<file path="src/rtl/multi_cycle_ctrl.sv">
// Main control FSM for the multi-cycle MIPS datapath.
// Sequences fetch/decode/execute/memory/writeback per opcode, drives the datapath
// mux selects, register/memory enables and the 2-bit ALUOp consumed by ALUCtrl.
// Memory requests stall on mem_ready.
// Optional feature: define MULTI_CYCLE_CTRL_PERF_EN to add cycle_cnt/instr_cnt counters.
module multi_cycle_ctrl (
  input  logic       clk,
  input  logic       rst_n,
  input  logic [5:0] opcode,
  input  logic       alu_zero,
  input  logic       mem_ready,
  output logic       mem_req,
  output logic       mem_write,
  output logic       iord,
  output logic       ir_write,
  output logic       pc_en,
  output logic [1:0] pc_source,
  output logic [1:0] alu_op,
  output logic       alu_src_a,
  output logic [1:0] alu_src_b,
  output logic       reg_write,
  output logic       reg_dst,
  output logic       mem_to_reg,
  output logic       halted
`ifdef MULTI_CYCLE_CTRL_PERF_EN
  ,
  output logic [31:0] cycle_cnt,
  output logic [31:0] instr_cnt
`endif
);

  localparam logic [1:0] ALUOP_ADD = 2'b00;
  localparam logic [1:0] ALUOP_SUB = 2'b01;
  localparam logic [1:0] ALUOP_RTY = 2'b10;
  localparam logic [1:0] ALUOP_AND = 2'b11;

  localparam logic [5:0] OpRType = 6'b000000;
  localparam logic [5:0] OpLw    = 6'b100011;
  localparam logic [5:0] OpSw    = 6'b101011;
  localparam logic [5:0] OpBeq   = 6'b000100;
  localparam logic [5:0] OpBne   = 6'b000101;
  localparam logic [5:0] OpAddi  = 6'b001000;
  localparam logic [5:0] OpAndi  = 6'b001100;
  localparam logic [5:0] OpJ     = 6'b000010;

  typedef enum logic [3:0] {
    StIdle, StFetch, StDecode, StMemAddr, StMemRead, StMemWb, StMemWrite,
    StRExec, StRWb, StBranch, StImmExec, StImmWb, StJump, StHalt
  } state_e;

  state_e state_q, state_d;

  // Opcode sub-variant bits captured in DECODE; opcode is not trusted afterwards.
  logic is_bne_q, is_sw_q, is_andi_q;

  // State register.
  always_ff @(posedge clk or negedge rst_n) begin
    if (!rst_n) state_q <= StIdle;
    else        state_q <= state_d;
  end

  // Latch opcode variant bits while decoding (bit 0: bne, bit 3: sw, bit 2: andi).
  always_ff @(posedge clk or negedge rst_n) begin
    if (!rst_n) begin
      is_bne_q  <= 1'b0;
      is_sw_q   <= 1'b0;
      is_andi_q <= 1'b0;
    end else if (state_q == StDecode) begin
      is_bne_q  <= opcode[0];
      is_sw_q   <= opcode[3];
      is_andi_q <= opcode[2];
    end
  end

  // Next-state logic.
  always_comb begin
    state_d = state_q;
    unique case (state_q)
      StIdle:   state_d = StFetch;
      StFetch:  if (mem_ready) state_d = StDecode;
      StDecode: begin
        unique case (opcode)
          OpRType:       state_d = StRExec;
          OpLw, OpSw:    state_d = StMemAddr;
          OpBeq, OpBne:  state_d = StBranch;
          OpAddi, OpAndi: state_d = StImmExec;
          OpJ:           state_d = StJump;
          default:       state_d = StHalt;
        endcase
      end
      StMemAddr:  state_d = is_sw_q ? StMemWrite : StMemRead;
      StMemRead:  if (mem_ready) state_d = StMemWb;
      StMemWb:    state_d = StFetch;
      StMemWrite: if (mem_ready) state_d = StFetch;
      StRExec:    state_d = StRWb;
      StRWb:      state_d = StFetch;
      StBranch:   state_d = StFetch;
      StImmExec:  state_d = StImmWb;
      StImmWb:    state_d = StFetch;
      StJump:     state_d = StFetch;
      StHalt:     state_d = StHalt;
      default:    state_d = StIdle;
    endcase
  end

  // Output decode; only FETCH and BRANCH look at inputs.
  always_comb begin
    mem_req    = 1'b0;
    mem_write  = 1'b0;
    iord       = 1'b0;
    ir_write   = 1'b0;
    pc_en      = 1'b0;
    pc_source  = 2'b00;
    alu_op     = ALUOP_ADD;
    alu_src_a  = 1'b0;
    alu_src_b  = 2'b00;
    reg_write  = 1'b0;
    reg_dst    = 1'b0;
    mem_to_reg = 1'b0;
    halted     = 1'b0;
    unique case (state_q)
      StFetch: begin
        mem_req   = 1'b1;
        alu_src_b = 2'b01;
        ir_write  = mem_ready;
        pc_en     = mem_ready;
      end
      StDecode: alu_src_b = 2'b11;
      StMemAddr: begin
        alu_src_a = 1'b1;
        alu_src_b = 2'b10;
      end
      StMemRead: begin
        mem_req = 1'b1;
        iord    = 1'b1;
      end
      StMemWb: begin
        reg_write  = 1'b1;
        mem_to_reg = 1'b1;
      end
      StMemWrite: begin
        mem_req   = 1'b1;
        mem_write = 1'b1;
        iord      = 1'b1;
      end
      StRExec: begin
        alu_src_a = 1'b1;
        alu_op    = ALUOP_RTY;
      end
      StRWb: begin
        reg_write = 1'b1;
        reg_dst   = 1'b1;
      end
      StBranch: begin
        alu_src_a = 1'b1;
        alu_op    = ALUOP_SUB;
        pc_source = 2'b01;
        pc_en     = alu_zero ^ is_bne_q;
      end
      StImmExec: begin
        alu_src_a = 1'b1;
        alu_src_b = 2'b10;
        alu_op    = is_andi_q ? ALUOP_AND : ALUOP_ADD;
      end
      StImmWb: reg_write = 1'b1;
      StJump: begin
        pc_source = 2'b10;
        pc_en     = 1'b1;
      end
      StHalt:  halted = 1'b1;
      default: ;
    endcase
  end

`ifdef MULTI_CYCLE_CTRL_PERF_EN
  // Performance counters: active cycles and retired instructions (re-entries into FETCH).
  always_ff @(posedge clk or negedge rst_n) begin
    if (!rst_n) begin
      cycle_cnt <= 32'd0;
      instr_cnt <= 32'd0;
    end else begin
      if (state_q != StIdle && state_q != StHalt) cycle_cnt <= cycle_cnt + 32'd1;
      if (state_d == StFetch && state_q != StIdle && state_q != StFetch) begin
        instr_cnt <= instr_cnt + 32'd1;
      end
    end
  end
`endif

endmodule

</file>
<file path="config.mk">
export PLATFORM = sky130hd
export DESIGN_NAME = multi_cycle_ctrl
export DESIGN_NICKNAME = d
export VERILOG_FILES = /design/src/rtl/multi_cycle_ctrl.sv
export SDC_FILE = /design/constraint.sdc
export NUM_CORES = 1
export LEC_CHECK = 0
export ABC_CLOCK_PERIOD_IN_PS = 1700
export BUFFER_PORTS_ARGS = -buffer_cell sky130_fd_sc_hd__buf_2
export CAP_MARGIN = 20
export CORE_MARGIN = 5
export CORE_UTILIZATION = 47
export CTS_CLUSTER_SIZE = 40
export DETAILED_ROUTE_END_ITERATION = 16
export PLACE_DENSITY = 0.77
export SLEW_MARGIN = 15
export SYNTH_ARGS = -nofsm -noshare
export SYNTH_HDL_FRONTEND = slang
export SYNTH_SLANG_ARGS = --single-unit
</file>
<file path="constraint.sdc">
create_clock -name clk -period 1.7 [get_ports clk]
set_clock_uncertainty 0.2 [all_clocks]
set_input_delay 0 -clock clk [delete_from_list [all_inputs] [get_ports clk]]
set_output_delay 0 -clock clk [all_outputs]
set_load 0.005 [all_outputs]
</file>
==> results of run 1 <==
## critical path, cell delays in order, from the launching register on
cell and delay [ns]:
dfrtp_1 0.37, buf_6 0.20, nand2b_4 0.09, mux2_2 0.26, nor2_1 0.10, buf_2 0.11
## where the power goes
part | internal (µW) | switching, µW | leakage, µW
clock network | 86.7 | 75.0 | 0.0000177
logic | 495 | 464 | 0.000383
registers | 243 | 81.8 | 0.0000827
total | 825 | 621 | 0.000484
## layer usage
metal | wire, µm | global-route usage, % | share of wire [%]
met5 | 0 | 0 | 0
met3 | 156 | 6.77 | 7.6
met1 | 914 | 23.5 | 45
met4 | 22 | 10.8 | 1.1
met2 | 948 | 26.9 | 46
## through the flow
stage | hold WS (ns) | power (µW) | setup WS [ns] | utilization [%]
after detailed placement | -0.357 | 1100 | 0.125 | 61.4
after global placement | -0.358 | 1090 | 0.151 | 61.4
after global routing | 0.0495 | 1560 | 0.0124 | 74.7
after CTS | 0.0306 | 1320 | 0.0512 | 70.1
final | 0.0399 | 1450 | 0.0906 | 74.7
after floorplan | -0.496 | 863 | 0.276 | -
## timing repair
| item | 4_1_cts | 5_1_grt |
|---|---|---|
| setup endpoints to repair | 7 | 3 |
| pin swaps | 0 | 1 |
| cloned | 0 | 0 |
| hold buffers | 7 | 0 |
| hold endpoints to repair | 13 | 0 |
| resized for setup | 5 | 2 |
| buffers inserted | 1 | 8 |
## cells in the final DEF, fill, tap and decap left out, types with 3 or more instances in the layout
| cell type | instances |
|---|---|
| dlygate4sd3_1 | 7 |
| buf_2 | 25 |
| mux2_2 | 3 |
| o21ai_0 | 3 |
| nor2_1 | 12 |
| o32ai_1 | 3 |
| a21oi_1 | 8 |
| nor3_1 | 5 |
| inv_1 | 3 |
| nand2b_1 | 3 |
| nand2_1 | 5 |
| dfrtp_1 | 4 |
| clkbuf_4 | 3 |
| buf_4 | 12 |
| dfrtp_2 | 3 |
## logic make-up after synthesis
| logic type | Yosys count |
|---|---|
| multiplexers | 4 |
| flip-flops | 7 |
| XOR/XNOR | 2 |
| AO/OA/AOI/OAI | 27 |
| buffers and inverters | 11 |
| AND/OR/NAND/NOR | 38 |
## Yosys cell counts (3+ instances only)
cell type	count	area [µm²]
nor2_1	12	45.0
a21oi_1	8	40.0
dfrtp_1	7	175
buf_2	5	25.0
nand2_1	5	18.8
nor3_1	5	25.0
nand2b_1	4	25.0
inv_1	3	11.3
mux2_2	3	33.8
o21ai_0	3	15.0
o32ai_1	3	26.3
## layout make-up
class	count	area [µm²]
Inverter	4	15.0
Clock inverter	1	5.00
Timing Repair Buffer	45	297
Multi-Input combinational cell	71	459
Tap cell	15	18.8
Sequential cell	7	179
Clock buffer	3	22.5
Fill cell	88	338
## state kept, by name, summed over array words and instances (netlist names)
name,flops
is_andi_q,1
is_bne_q,1
is_sw_q,1
state_q,4
## worst paths after layout
check,start,endpoint,slack (ns)
hold reg to reg,is_sw_q,is_sw_q,0.33
min in group asynchronous,rst_n,state_q[0],0.49
setup reg to reg,state_q[2],is_bne_q,0.14
hold / removal,opcode[5],state_q[2],0.04
max in group asynchronous,rst_n,state_q[2],0.53
setup / recovery,state_q[0],mem_req,0.09
==> results.json, run 1 <==
{
  "outcome": "complete, no violations",
  "gr-total-overflow": 0,
  "globalplace.congestion": 0.763,
  "startpoint_type": "flop",
  "clockBufferDepth": 2,
  "final_cells": 146,
  "portBuffers": 25,
  "worst-setup-path-type": "reg2out",
  "die_x_um": 48.0,
  "routed_wl_mm": 2.04,
  "root_buffer": "clkbuf_4",
  "ant_nets": 0,
  "dp_hpwl_mm": 1.29,
  "wire_per_inst_um": 14.0,
  "placed_area_um2": 818,
  "fin_crit_ns": 1.61,
  "period_share_pct": 94.7,
  "cp.required_ns": 1.50,
  "synthAdderAreaFrac_pct": 0,
  "final_hold_viol_count": 0,
  "placedCellCount": 127,
  "endpoint_kind": "primary output",
  "num_antenna_cells": 0,
  "fmax_ghz": 0.621,
  "p_per_area_mw_per_mm2": 1450,
  "cts_tree": "yes",
  "synthArstFlopShare_pct": 100,
  "worstHoldPathType": "in2reg",
  "grt_pass1_vias": 648,
  "arrival_ns": 1.41,
  "slew_headroom_pct": 67.2,
  "ys_seq_area_share_pct": 25.9,
  "track_usage_pct": 18.6,
  "netlist_instances": 89,
  "htree_levels": 1,
  "die_h_um": 48.0,
  "clock_latency_ns": 0.27,
  "std_cell_rows": 13,
  "tightestPinTransition_ns": 0.486,
  "dieArea_mm2": 0.00230,
  "ys_warn_count": 0,
  "cts_buffers": 3,
  "grt_pass1_wl_mm": 2.93,
  "route.detailed.drc": 0,
  "finalMaxSlewViolations": 0,
  "synthXorXnorAreaFrac_pct": 2.59,
  "synth-compound-area-share_pct": 27.4,
  "synth_edf_count": 0,
  "viasPerCell": 5.64,
  "final_cell_area_um2": 996,
  "reg2reg_depth": 3,
  "synthFlopType": "dfrtp_1",
  "crit_fanout": 19,
  "fin_nets": 142,
  "syn_area_um2": 677,
  "synth_fp_nets": 99,
  "vias": 824,
  "yosys.cell_types.count": 37,
  "start_util_pct": 50.8,
  "synth_top_family_by_area": "simple AND/OR/NAND/NOR gates",
  "core_mm2": 0.00133,
  "cts_sinks": 7,
  "synth.area.mux_share_pct": 6.47,
  "final.setup.tns_ns": 0,
  "p_leak_uw": 0.000484,
  "max_cap_viol_count": 0,
  "vdd.ir_drop.worst_v": 0.000727,
  "grt_setup_unrepaired": "no",
  "path_clk_slew_ns": 0.06,
  "drt-pass1-iter-count": 6,
  "setup_viol": 0,
  "drt_iter0_drc": 27,
  "grt_max_degree": 20,
  "yosys.area_share.simple_pct": 29.6,
  "area_growth_pct": 47.1,
  "hold_depth": 3,
  "antenna_found_initial": 0,
  "ys_ff_latch": 7,
  "layout-drive-gt1-share_pct": 41.2,
  "io_pins": 26,
  "syn_area_per_cell_um2": 7.61
}
No activity file was read; power rests on OpenSTA's default activity.
==> run 2, diff against run 1 <==
--- a/config.mk
+++ b/config.mk
@@ -13,6 +13,7 @@
 export CTS_CLUSTER_SIZE = 40
 export DETAILED_ROUTE_END_ITERATION = 16
 export PLACE_DENSITY = 0.77
+export SETUP_SLACK_MARGIN = 0.3
 export SLEW_MARGIN = 15
 export SYNTH_ARGS = -nofsm -noshare
 export SYNTH_HDL_FRONTEND = slang
==> run 2 against run 1 <==
Final cell count is 6.8% higher; highest routed layer unchanged; design area rose by 27%; largest power group unchanged; combinational power up 62%; setup slack worse by 0.026 ns; clock power decreased by 10%.
==> results.json, run 2 (synthesis gave the netlist of run 1 again) <==
{
  "portBuffers": 25,
  "outcome": "complete, no violations",
  "route.detailed.drc": 0,
  "cts_tree": "yes",
  "dp_hpwl_mm": 1.23,
  "track_usage_pct": 23.6,
  "startpoint_type": "flop",
  "r2r_end": "state_q[0]",
  "grt_pass1_wl_mm": 3.76,
  "rrSetupSlack_ns": 0.06,
  "reg2reg_depth": 5,
  "pwr-share-comb_pct": 76.6,
  "hp-start": "opcode[4]",
  "final_cell_mix": "26 x buf_2, 11 x buf_4, 11 x buf_6, 8 x nor2_1, 7 x dlygate4sd3_1",
  "wire_per_inst_um": 23.6,
  "power.internal_uw": 1090,
  "ant_nets": 0,
  "p_seq_share_pct": 16.2,
  "fin_hold_ws_ns": 0.0286,
  "vias": 1036,
  "largest_register_ffs": 4,
  "setup_slack_ns": 0.0646,
  "p_sw_uw": 927,
  "die_x_um": 48.0,
  "num_antenna_cells": 0,
  "start_util_pct": 50.8,
  "globalplace.congestion": 0.831,
  "slew_headroom_pct": 69.6,
  "worstHoldPathType": "in2reg",
  "p_leak_uw": 0.000572,
  "path_clk_slew_ns": 0.05,
  "drt_iter0_drc": 53,
  "htree_levels": 1,
  "cp.required_ns": 1.65,
  "std_cell_rows": 13,
  "finalPower_uw": 2020,
  "post-route-util_pct": 95.1,
  "final_common_cell": "buf_2",
  "gr-total-overflow": 0,
  "crit_fanout": 7,
  "viasPerCell": 6.64,
  "largest_register": "state_q",
  "antenna_found_initial": 0,
  "area_growth_pct": 87.4,
  "routed_wl_mm": 3.68,
  "core_mm2": 0.00133,
  "cts_sinks": 7,
  "die_h_um": 48.0,
  "max_cap_viol_count": 0,
  "swShare_pct": 45.9,
  "min_to": "state_q[2]",
  "tightestPinTransition_ns": 0.452,
  "period_share_pct": 96.2,
  "clock_latency_ns": 0.25,
  "power_frac_clock_pct": 7.2,
  "clockBufferDepth": 2,
  "dp_slack_ns": 0.0594,
  "r2r_start": "state_q[3]",
  "final_hold_viol_count": 0,
  "endpoint_kind": "flop",
  "io_pins": 26,
  "finalMaxSlewViolations": 0,
  "layout-drive-gt1-share_pct": 62.4,
  "fmax_ghz": 0.611,
  "worst-setup-path-type": "reg2reg",
  "cts_buffers": 3,
  "grt_setup_unrepaired": "yes",
  "root_buffer": "clkbuf_4",
  "arrival_ns": 1.58,
  "grt_pass1_vias": 806,
  "setup_viol": 0,
  "fin_nets": 152,
  "drt-pass1-iter-count": 4,
  "p_per_area_mw_per_mm2": 1590,
  "dieArea_mm2": 0.00230,
  "grt_max_degree": 9,
  "final.setup.tns_ns": 0,
  "fin_crit_ns": 1.64,
  "vdd.ir_drop.worst_v": 0.00117,
  "hold_depth": 3
}
-- run 2: what timing repair did --
action	in CTS	in global routing
cloned	1	0
setup endpoints to repair	22	21
hold endpoints to repair	13	0
pin swaps	6	7
hold buffers	7	0
buffers inserted	14	5
resized for setup	21	30
-- run 2: how the worst max path moves through the flow --
stage                     startpoint         end  slack [ns]  cells after the start
after floorplan           state_q[0]     is_sw_q        0.29                      3
after global placement    state_q[3]  state_q[1]        0.11                      4
after detailed placement  state_q[3]   alu_op[1]        0.06                      4
after CTS                 state_q[1]     mem_req        0.17                      4
after global routing        is_bne_q       pc_en        0.02                      5
final                     state_q[3]  state_q[0]        0.06                      5
-- run 2: area by class of cell --
| cell class | count | area, µm² |
|---|---|---|
| clock buffers | 4 | 26.3 |
| fillers | 34 | 65.1 |
| inverters | 4 | 17.5 |
| multi-input cells | 71 | 621 |
| flip-flops and latches | 7 | 179 |
| well taps | 15 | 18.8 |
| repair buffers | 55 | 407 |
-- run 2: critical path: stages, from the launching register on --
cell and delay, ns:
dfrtp_2 0.46, buf_6 0.17, nor3_4 0.20, buf_6 0.16
o41ai_4 0.09, a31oi_1 0.24
-- run 2: through the flow --
stage	std cells	cell area, µm²
4_1_cts	151	1080
6_report	156	1270
5_1_grt	156	1270
3_3_place_gp	125	808
2_1_floorplan	89	682
3_5_place_dp	125	808
-- run 2: power groups by stage --
stage	registers, µW	logic (µW)	clock network [µW]
after floorplan	280	594	0
after global placement	345	742	0
after detailed placement	348	746	0
after CTS	312	1100	151
after global routing	331	1620	173
final	328	1550	145
-- run 2: layer usage --
layer  share of wire [%]  vias to the layer above  GRT usage [%]
li1                    -                      428              -
met1                  37                      477           32.4
met2                  46                      101           38.0
met3                  11                       30           2.63
met4                 6.6                        0           8.06
met5                   0                        -              0
